## config.mk

```make
export PLATFORM = sky130hd
export DESIGN_NAME = mem_port_arbiter
export DESIGN_NICKNAME = d
export VERILOG_FILES = /design/src/rtl/mem_port_arbiter.sv
export SDC_FILE = /design/constraint.sdc
export NUM_CORES = 1
export LEC_CHECK = 0
export ABC_AREA = 1
export ABC_CLOCK_PERIOD_IN_PS = 1430
export CAP_MARGIN = 0
export CORE_MARGIN = 5
export CORE_UTILIZATION = 31
export DETAILED_ROUTE_END_ITERATION = 8
export GPL_TIMING_DRIVEN = 0
export PLACE_DENSITY_LB_ADDON = 0.08
export SETUP_SLACK_MARGIN = 0.15
export SLEW_MARGIN = 20
export SYNTH_ARGS = -nofsm -noshare
export SYNTH_HDL_FRONTEND = slang
export SYNTH_SLANG_ARGS = --single-unit
```

## constraint.sdc

```tcl
create_clock -name clk -period 1.43 [get_ports clk]
set_input_delay 0.3575 -clock clk [delete_from_list [all_inputs] [get_ports clk]]
set_output_delay 0.3575 -clock clk [all_outputs]
set_load 0.005 [all_outputs]
```

## src/rtl/mem_port_arbiter.sv

```systemverilog
// mem_port_arbiter: shares one single-port memory between the CPU datapath and the loader port.
// Three-state access FSM with round-robin tie breaking, optional loader lock and per-requester read data.
module mem_port_arbiter #(
   parameter int ADDR_W = 13,
   parameter int DATA_W = 8
) (
   input  logic              clk,
   input  logic              rst,
   input  logic              cpu_req,
   input  logic              cpu_we,
   input  logic [ADDR_W-1:0] cpu_addr,
   input  logic [DATA_W-1:0] cpu_wdata,
   output logic [DATA_W-1:0] cpu_rdata,
   output logic              cpu_ack,
   output logic              cpu_stall,
   input  logic              ldr_req,
   input  logic              ldr_we,
   input  logic [ADDR_W-1:0] ldr_addr,
   input  logic [DATA_W-1:0] ldr_wdata,
   output logic [DATA_W-1:0] ldr_rdata,
   output logic              ldr_ack,
   input  logic              ldr_lock,
   output logic [ADDR_W-1:0] mem_address,
   output logic [DATA_W-1:0] mem_write_data,
   output logic              mem_read,
   output logic              mem_write,
   input  logic [DATA_W-1:0] mem_command,
   output logic              busy
);

   typedef enum logic [1:0] {
      IDLE,
      SERVE,
      DONE
   } state_t;

   localparam logic OWN_CPU = 1'b0;
   localparam logic OWN_LDR = 1'b1;

   state_t            r_state;
   state_t            w_next_state;
   logic              r_owner;
   logic              r_last;
   logic              w_next_owner;
   logic [DATA_W-1:0] r_cpu_rdata;
   logic [DATA_W-1:0] r_ldr_rdata;
   logic              w_owner_we;
   logic [ADDR_W-1:0] w_owner_addr;
   logic [DATA_W-1:0] w_owner_wdata;
   logic              w_serve;

   always_comb begin
      w_next_state = r_state;
      w_next_owner = r_owner;
      case (r_state)
         IDLE: begin
            if (cpu_req || ldr_req) begin
               w_next_state = SERVE;
               // on a tie the lock only holds priority once the loader already owns it
               if (cpu_req && ldr_req)
                  w_next_owner = (ldr_lock && (r_last == OWN_LDR)) ? OWN_LDR : ~r_last;
               else
                  w_next_owner = ldr_req ? OWN_LDR : OWN_CPU;
            end
         end
         SERVE:   w_next_state = DONE;
         DONE:    w_next_state = IDLE;
         default: w_next_state = IDLE;
      endcase
   end

   always_comb begin
      w_owner_we    = (r_owner == OWN_LDR) ? ldr_we    : cpu_we;
      w_owner_addr  = (r_owner == OWN_LDR) ? ldr_addr  : cpu_addr;
      w_owner_wdata = (r_owner == OWN_LDR) ? ldr_wdata : cpu_wdata;
      w_serve       = (r_state == SERVE);
   end

   always_ff @(posedge clk or posedge rst) begin
      if (rst) begin
         r_state     <= IDLE;
         r_owner     <= OWN_CPU;
         r_last      <= OWN_LDR;
         r_cpu_rdata <= '0;
         r_ldr_rdata <= '0;
      end else begin
         r_state <= w_next_state;
         r_owner <= w_next_owner;
         if (w_serve) begin
            r_last <= r_owner;
            if (!w_owner_we) begin
               if (r_owner == OWN_LDR)
                  r_ldr_rdata <= mem_command;
               else
                  r_cpu_rdata <= mem_command;
            end
         end
      end
   end

   assign mem_address    = w_serve ? w_owner_addr  : '0;
   assign mem_write_data = w_serve ? w_owner_wdata : '0;
   assign mem_read       = w_serve & ~w_owner_we;
   assign mem_write      = w_serve &  w_owner_we;

   assign cpu_ack   = (r_state == DONE) && (r_owner == OWN_CPU);
   assign ldr_ack   = (r_state == DONE) && (r_owner == OWN_LDR);
   assign cpu_stall = cpu_req & ~cpu_ack;
   assign busy      = (r_state != IDLE);
   assign cpu_rdata = r_cpu_rdata;
   assign ldr_rdata = r_ldr_rdata;

endmodule

```

Yosys cells after proc, flatten, opt, wreduce, memory -nomap -nowiden:

Cells that the tools add are included.

* bits in registers: 20
* word-level logic and storage cells: 35

* equal/unequal tests: 3
* muxes and demuxes: 10
* bitwise logic cells: 7
* reduce and logical (&&, ||, !) cells: 10

Operator list (number)
* two-way mux 13 bit: 2
* two-way mux 8 bit: 2
* AND reduction 3 bit: 2
* logical AND 1 bit: 4
* two-way mux 1 bit: 4
* NOT 1 bit: 4
* case mux 2 bit (2 select lines): 1
* bitwise AND 1 bit: 3
* equality test 2 x 1 -> 1 bit (second input constant): 1
* equality test 2 bit (second input constant): 1
* zero test 2 bit: 1
* two-way mux 2 bit: 1
* != test 2 bit (second input constant): 1
* AND reduction 2 bit: 1
* nonzero test 2 bit: 1
* logical OR 1 bit: 1

Depth between registers and ports, before layout:

Gate-level depths: netlist of run 1.

* depth after elaboration: 4
* depth in mapped cells: 7

Worst setup path before layout of run 1:

Ideal clock, no wire load.

* path kind: register to output
* start point: register r_state[1]
* end point: output mem_address[10]
* arrival: 993 ps
* data required time: 1072 ps
* path slack: 79 ps
* cell stages (with the launch flop): 7
* buffers on the path: 1
* cells stage by stage: dfrtp_1 -> inv_2 -> nand2_1 -> nor2_1 -> buf_2 -> nand2_1 -> nand2_1

* word-level cells in the longest chain between the ends: 2

RTL lines
* start, declared: RTL line 40 `state_t r_state;`
* start signal, assigned: RTL line 87 `r_state <= w_next_state;`
* equality test 2 x 1 -> 1 bit: RTL line 76 `w_serve = (r_state == SERVE);`
* two-way mux 13 bit: RTL line 101 `assign mem_address = w_serve ? w_owner_addr : '0;`
* end, declared: RTL line 23 `output logic [ADDR_W-1:0] mem_address,`

No other way between the ends.

Worst setup path in the final report of run 1:

* start point: register r_state[1]
* end point: output mem_address[12]

The elaborated chain is that of the path after synthesis.

==> results of run 1 <==
[sequential cells by signal, summed over array words and instances (netlist names)]
| signal | count |
|---|---|
| r_state | 2 |
| r_last | 1 |
| ldr_rdata | 8 |
| r_owner | 1 |
| cpu_rdata | 8 |
[power breakdown]
part / switching (uW) / leakage, uW / total (uW) / internal, uW
registers: 197 / 0.000250 / 1030 / 832
logic: 1630 / 0.00122 / 3720 / 2090
clock network: 178 / 0.0000210 / 333 / 156
total: 2010 / 0.00149 / 5080 / 3080
[cell usage in the layout (no fill, tap or decap), drive strengths merged]
| master | instances |
|---|---|
| dfstp | 1 |
| clkbuf | 16 |
| nand2 | 104 |
| dfrtp | 19 |
| o21ai | 3 |
| buf | 87 |
| nand3 | 16 |
| a21oi | 1 |
| inv | 9 |
| or2 | 1 |
| clkdlybuf4s50 | 57 |
| nor2 | 9 |
[worst reg2reg max path, cell delays in order (launching register included)]
cell and delay [ns]:
sky130_fd_sc_hd__dfrtp_1 0.40, sky130_fd_sc_hd__inv_2 0.08, sky130_fd_sc_hd__nand2_4 0.07, sky130_fd_sc_hd__nor2_4 0.18, sky130_fd_sc_hd__buf_6 0.14, sky130_fd_sc_hd__buf_6 0.10, sky130_fd_sc_hd__buf_6 0.10, sky130_fd_sc_hd__buf_6 0.09
sky130_fd_sc_hd__buf_8 0.13, sky130_fd_sc_hd__nand3_2 0.08, sky130_fd_sc_hd__nand2_1 0.07
[final timing paths]
path                              endpoint  cells past startpoint
setup / recovery           mem_address[12]                      9
hold / removal                ldr_rdata[5]                      2
setup reg to reg              cpu_rdata[5]                     10
hold reg to reg               cpu_rdata[2]                      2
max in group asynchronous          r_owner                      2
min in group clk              cpu_rdata[2]                      2
[timing repair]
| action | CTS | global route |
|---|---|---|
| cloned | 3 | 1 |
| setup buffers | 35 | 11 |
| hold endpoints to repair | 0 | 0 |
| pin swaps | 16 | 17 |
| setup endpoints to repair | 51 | 55 |
| resized for setup | 193 | 67 |
[kinds of logic after synthesis]
kind of cell / count (synthesis)
AO/OA/AOI/OAI: 4
buffers and inverters: 16
flip-flops: 20
AND/OR/NAND/NOR: 130
[routing by layer]
metal / global-route usage / vias to the layer above / wire length [um] / share of wire
met1: 0.2306 / 796 / 2143 / 0.37
met2: 0.4025 / 59 / 3156 / 0.55
li1: - / 826 / - / -
met3: 0.04638 / 12 / 315 / 0.055
met4: 0.05957 / 0 / 118 / 0.021
met5: 0 / - / 0 / 0
[metrics by stage]
stage	instances	area, um^2	setup WS, ns	utilization	total power, uW
after global routing	369	2803	-0.6343	0.8269	5430
after CTS	357	2526	-0.4949	0.7453	4327
after detailed placement	315	2207	-0.7826	0.6512	3353
final	369	2803	-0.5556	0.8269	5082
after floorplan	170	1159	0.1583	-	1990
after global placement	315	2207	-0.7644	0.6512	3318
[final cells by class]
class                   count  area (um^2)  share of cell area
clock buffers               4        36.28             0.01295
repair buffers            149         1330              0.4746
flip-flops and latches     20        503.0              0.1795
multi-input cells         134        754.5              0.2692
plain buffers               7        87.58             0.03125
well taps                  46        57.56             0.02054
inverters                   9        33.78             0.01205
==> metrics.md, run 1 <==
| Metric | Value |
|---|---|
| Result of the run | finished, violations left |
| Violations in the final reports | negative setup slack |
| VDD IR-drop max | 0.9922 mV |
| Floorplan core area | 3390 um^2 |
| Vias in the first global route | 1691 |
| Crit path max fanout | 4 |
| Arrival @ worst endpoint | 1.63 ns |
| Final hold violation count | 0 |
| Count of pins over their slew limit | 0 |
| TritonCTS clock tree | done |
| Leading register cell type out of synthesis | sky130_fd_sc_hd__dfrtp_1 |
| Clk Latency, worst-skew pair | 0.31 ns |
| Final routed wire length divided by cell count | 15.54 um |
| Unrepaired setup endpoints after global routing | true |
| Share of synthesized cell area in full adder, half adder and majority cells | 0 |
| Sequential element share of the synthesized area | 0.4536 |
| Clock slew seen by the registers of the worst setup and hold paths | 0.11 ns |
| Setup slack, reg-to-reg | -0.08 ns |
| Total number of vias | 1693 |
| Antenna violations before repair | 0 |
| Critical path buffer and inverter count | 5 |
| Worst relative slew slack | 0.4936 |
| Fill cell total of the finished layout | 201 |
| Origin of the worst setup path | r_state[1] |
| Number of H-tree levels | 1 |
| Horizontal die dimension | 69.73 um |
| Iteration-0 DRC count of the detailed router | 46 |
| Count of warnings emitted by yosys | 0 |
| R2r startpoint | r_state[1] |
| Wire length reported by the detailed router | 5.734 mm |
| Highest achievable clock rate | 503.6 MHz |
| Final layout net count | 381 |
| Family with the most delay on the worst path | buffers and inverters |
| WHS | 0.4743 ns |
| GRT Resource Usage Total | 0.2108 |
| Cells along the critical path | inv_2 -> nand2_4 -> nor2_4 -> buf_6 -> buf_6 -> buf_6 -> nand2_2 -> nand2_1 -> buf_2 |
| Worst EP required | 1.07 ns |
| GRT Residual Overflow | 0 |
| Area overhead of the layout relative to synthesis | 153.4% |
| Antenna Nets Post-Route | 0 |
| Path class of the lowest-slack min-delay path | primary input to async pin |
| Xor/xnor share of the synthesized area | 0 |
| Setup slack of the critical path after layout | -0.5556 ns |
| Clock root buffer | sky130_fd_sc_hd__clkbuf_4 |
| Count of state elements after synthesis | 20 |
| Syn Area/Cell | 6.506 um^2 |
| Cell accounting for the most synthesized area | sky130_fd_sc_hd__dfrtp_1 |
| Number of diodes added for antenna fixing | 0 |
| P per Cell Area | 1813 nW/um^2 |
| Number of synthesized flops with an enable pin | 0 |
| Combinational family with the most area after synthesis | simple AND/OR/NAND/NOR gates |
| Post-Route Setup TNS | -11.34 ns |
| Period utilisation layout | 1.389 |
| Max Clock Skew | 0.004512 ns |
| CTS Buf Count | 3 |
| WS Path Type | register to output pin |
| Pin count of the biggest net entering global routing | 21 |
| Cells taking the most area after synthesis | sky130_fd_sc_hd__dfrtp_1 43%, sky130_fd_sc_hd__nand2_1 35%, sky130_fd_sc_hd__nand3_1 7.2%, sky130_fd_sc_hd__buf_2 3.2%, sky130_fd_sc_hd__nor2_1 3.1% |
| HPWL after detailed placement | 3.377 mm |
| Final setup fails | 38 |
| Max cap viols | 0 |
| Most common cell type on the critical path | sky130_fd_sc_hd__buf_6 |
| Synthesized netlist cell count | 170 |
| Most frequent cell after synthesis | sky130_fd_sc_hd__nand2_1 |
| Clock sink count | 20 |
| Clock Tree Buf Depth | 2 |
| Post-Synthesis Cell Area | 1106 um^2 |
| Ratio of routed vias to standard cells | 4.588 |
| Total DRC errors in the routed layout | 0 |
| Shortest period the worst path allows | 1.986 ns |
| Post-synth net total | 227 |
| Number of rows in the core area | 21 |
| Static leakage | 0.001495 uW |
| Multiplexer share of the synthesized area | 0 |
| Total of buffers placed on input and output ports | 99 |
| Largest stage delay on the critical path | 0.40 ns |
| Share of final-layout standard cells stronger than drive strength 1 | 0.4985 |
| Worst setup SP type | register |
| CTS Hold Buffers Added | 0 |
| Synth Area in Compound Gates | 0.01810 |
| Gpl congestion | 0.7597 |
| Fraction of registers with async set/reset | 1.000 |
| Number of different library cells in the post-synthesis netlist | 12 |
| Fraction of the mapped netlist area in simple logic gates | 0.4661 |
| Initial cell density of the core | 0.3263 |
| Type of element capturing the critical path | output pin |
| First-pass GRT wire length | 8.369 mm |
| Post-synth top area share | 0.4299 |
| Cell types with the highest counts after synthesis | 102 x sky130_fd_sc_hd__nand2_1, 19 x sky130_fd_sc_hd__dfrtp_1, 16 x sky130_fd_sc_hd__nand3_1, 9 x sky130_fd_sc_hd__nor2_1, 7 x sky130_fd_sc_hd__buf_2 |
| Drt first pass iters | 4 |
| Number of I/O pins | 100 |
| Die boundary height | 69.73 um |
| Transition time of the tightest slew-check pin | 0.7588 ns |
| Slowest cell on crit path | sky130_fd_sc_hd__dfrtp_1 |
| Overall die area | 4862 um^2 |
No activity file was read; power rests on OpenSTA's default activity.
==> inputs of run 2 (changes only) <==
- CAP_MARGIN: 0 -> unset
==> results of run 2 <==
The final DEF is identical to that of run 1; final timing and power are the same.
==> inputs of run 3 (changes only) <==
- SLEW_MARGIN: 20 -> unset
==> results of run 3 <==
The final DEF is identical to that of run 1; final timing and power are the same.
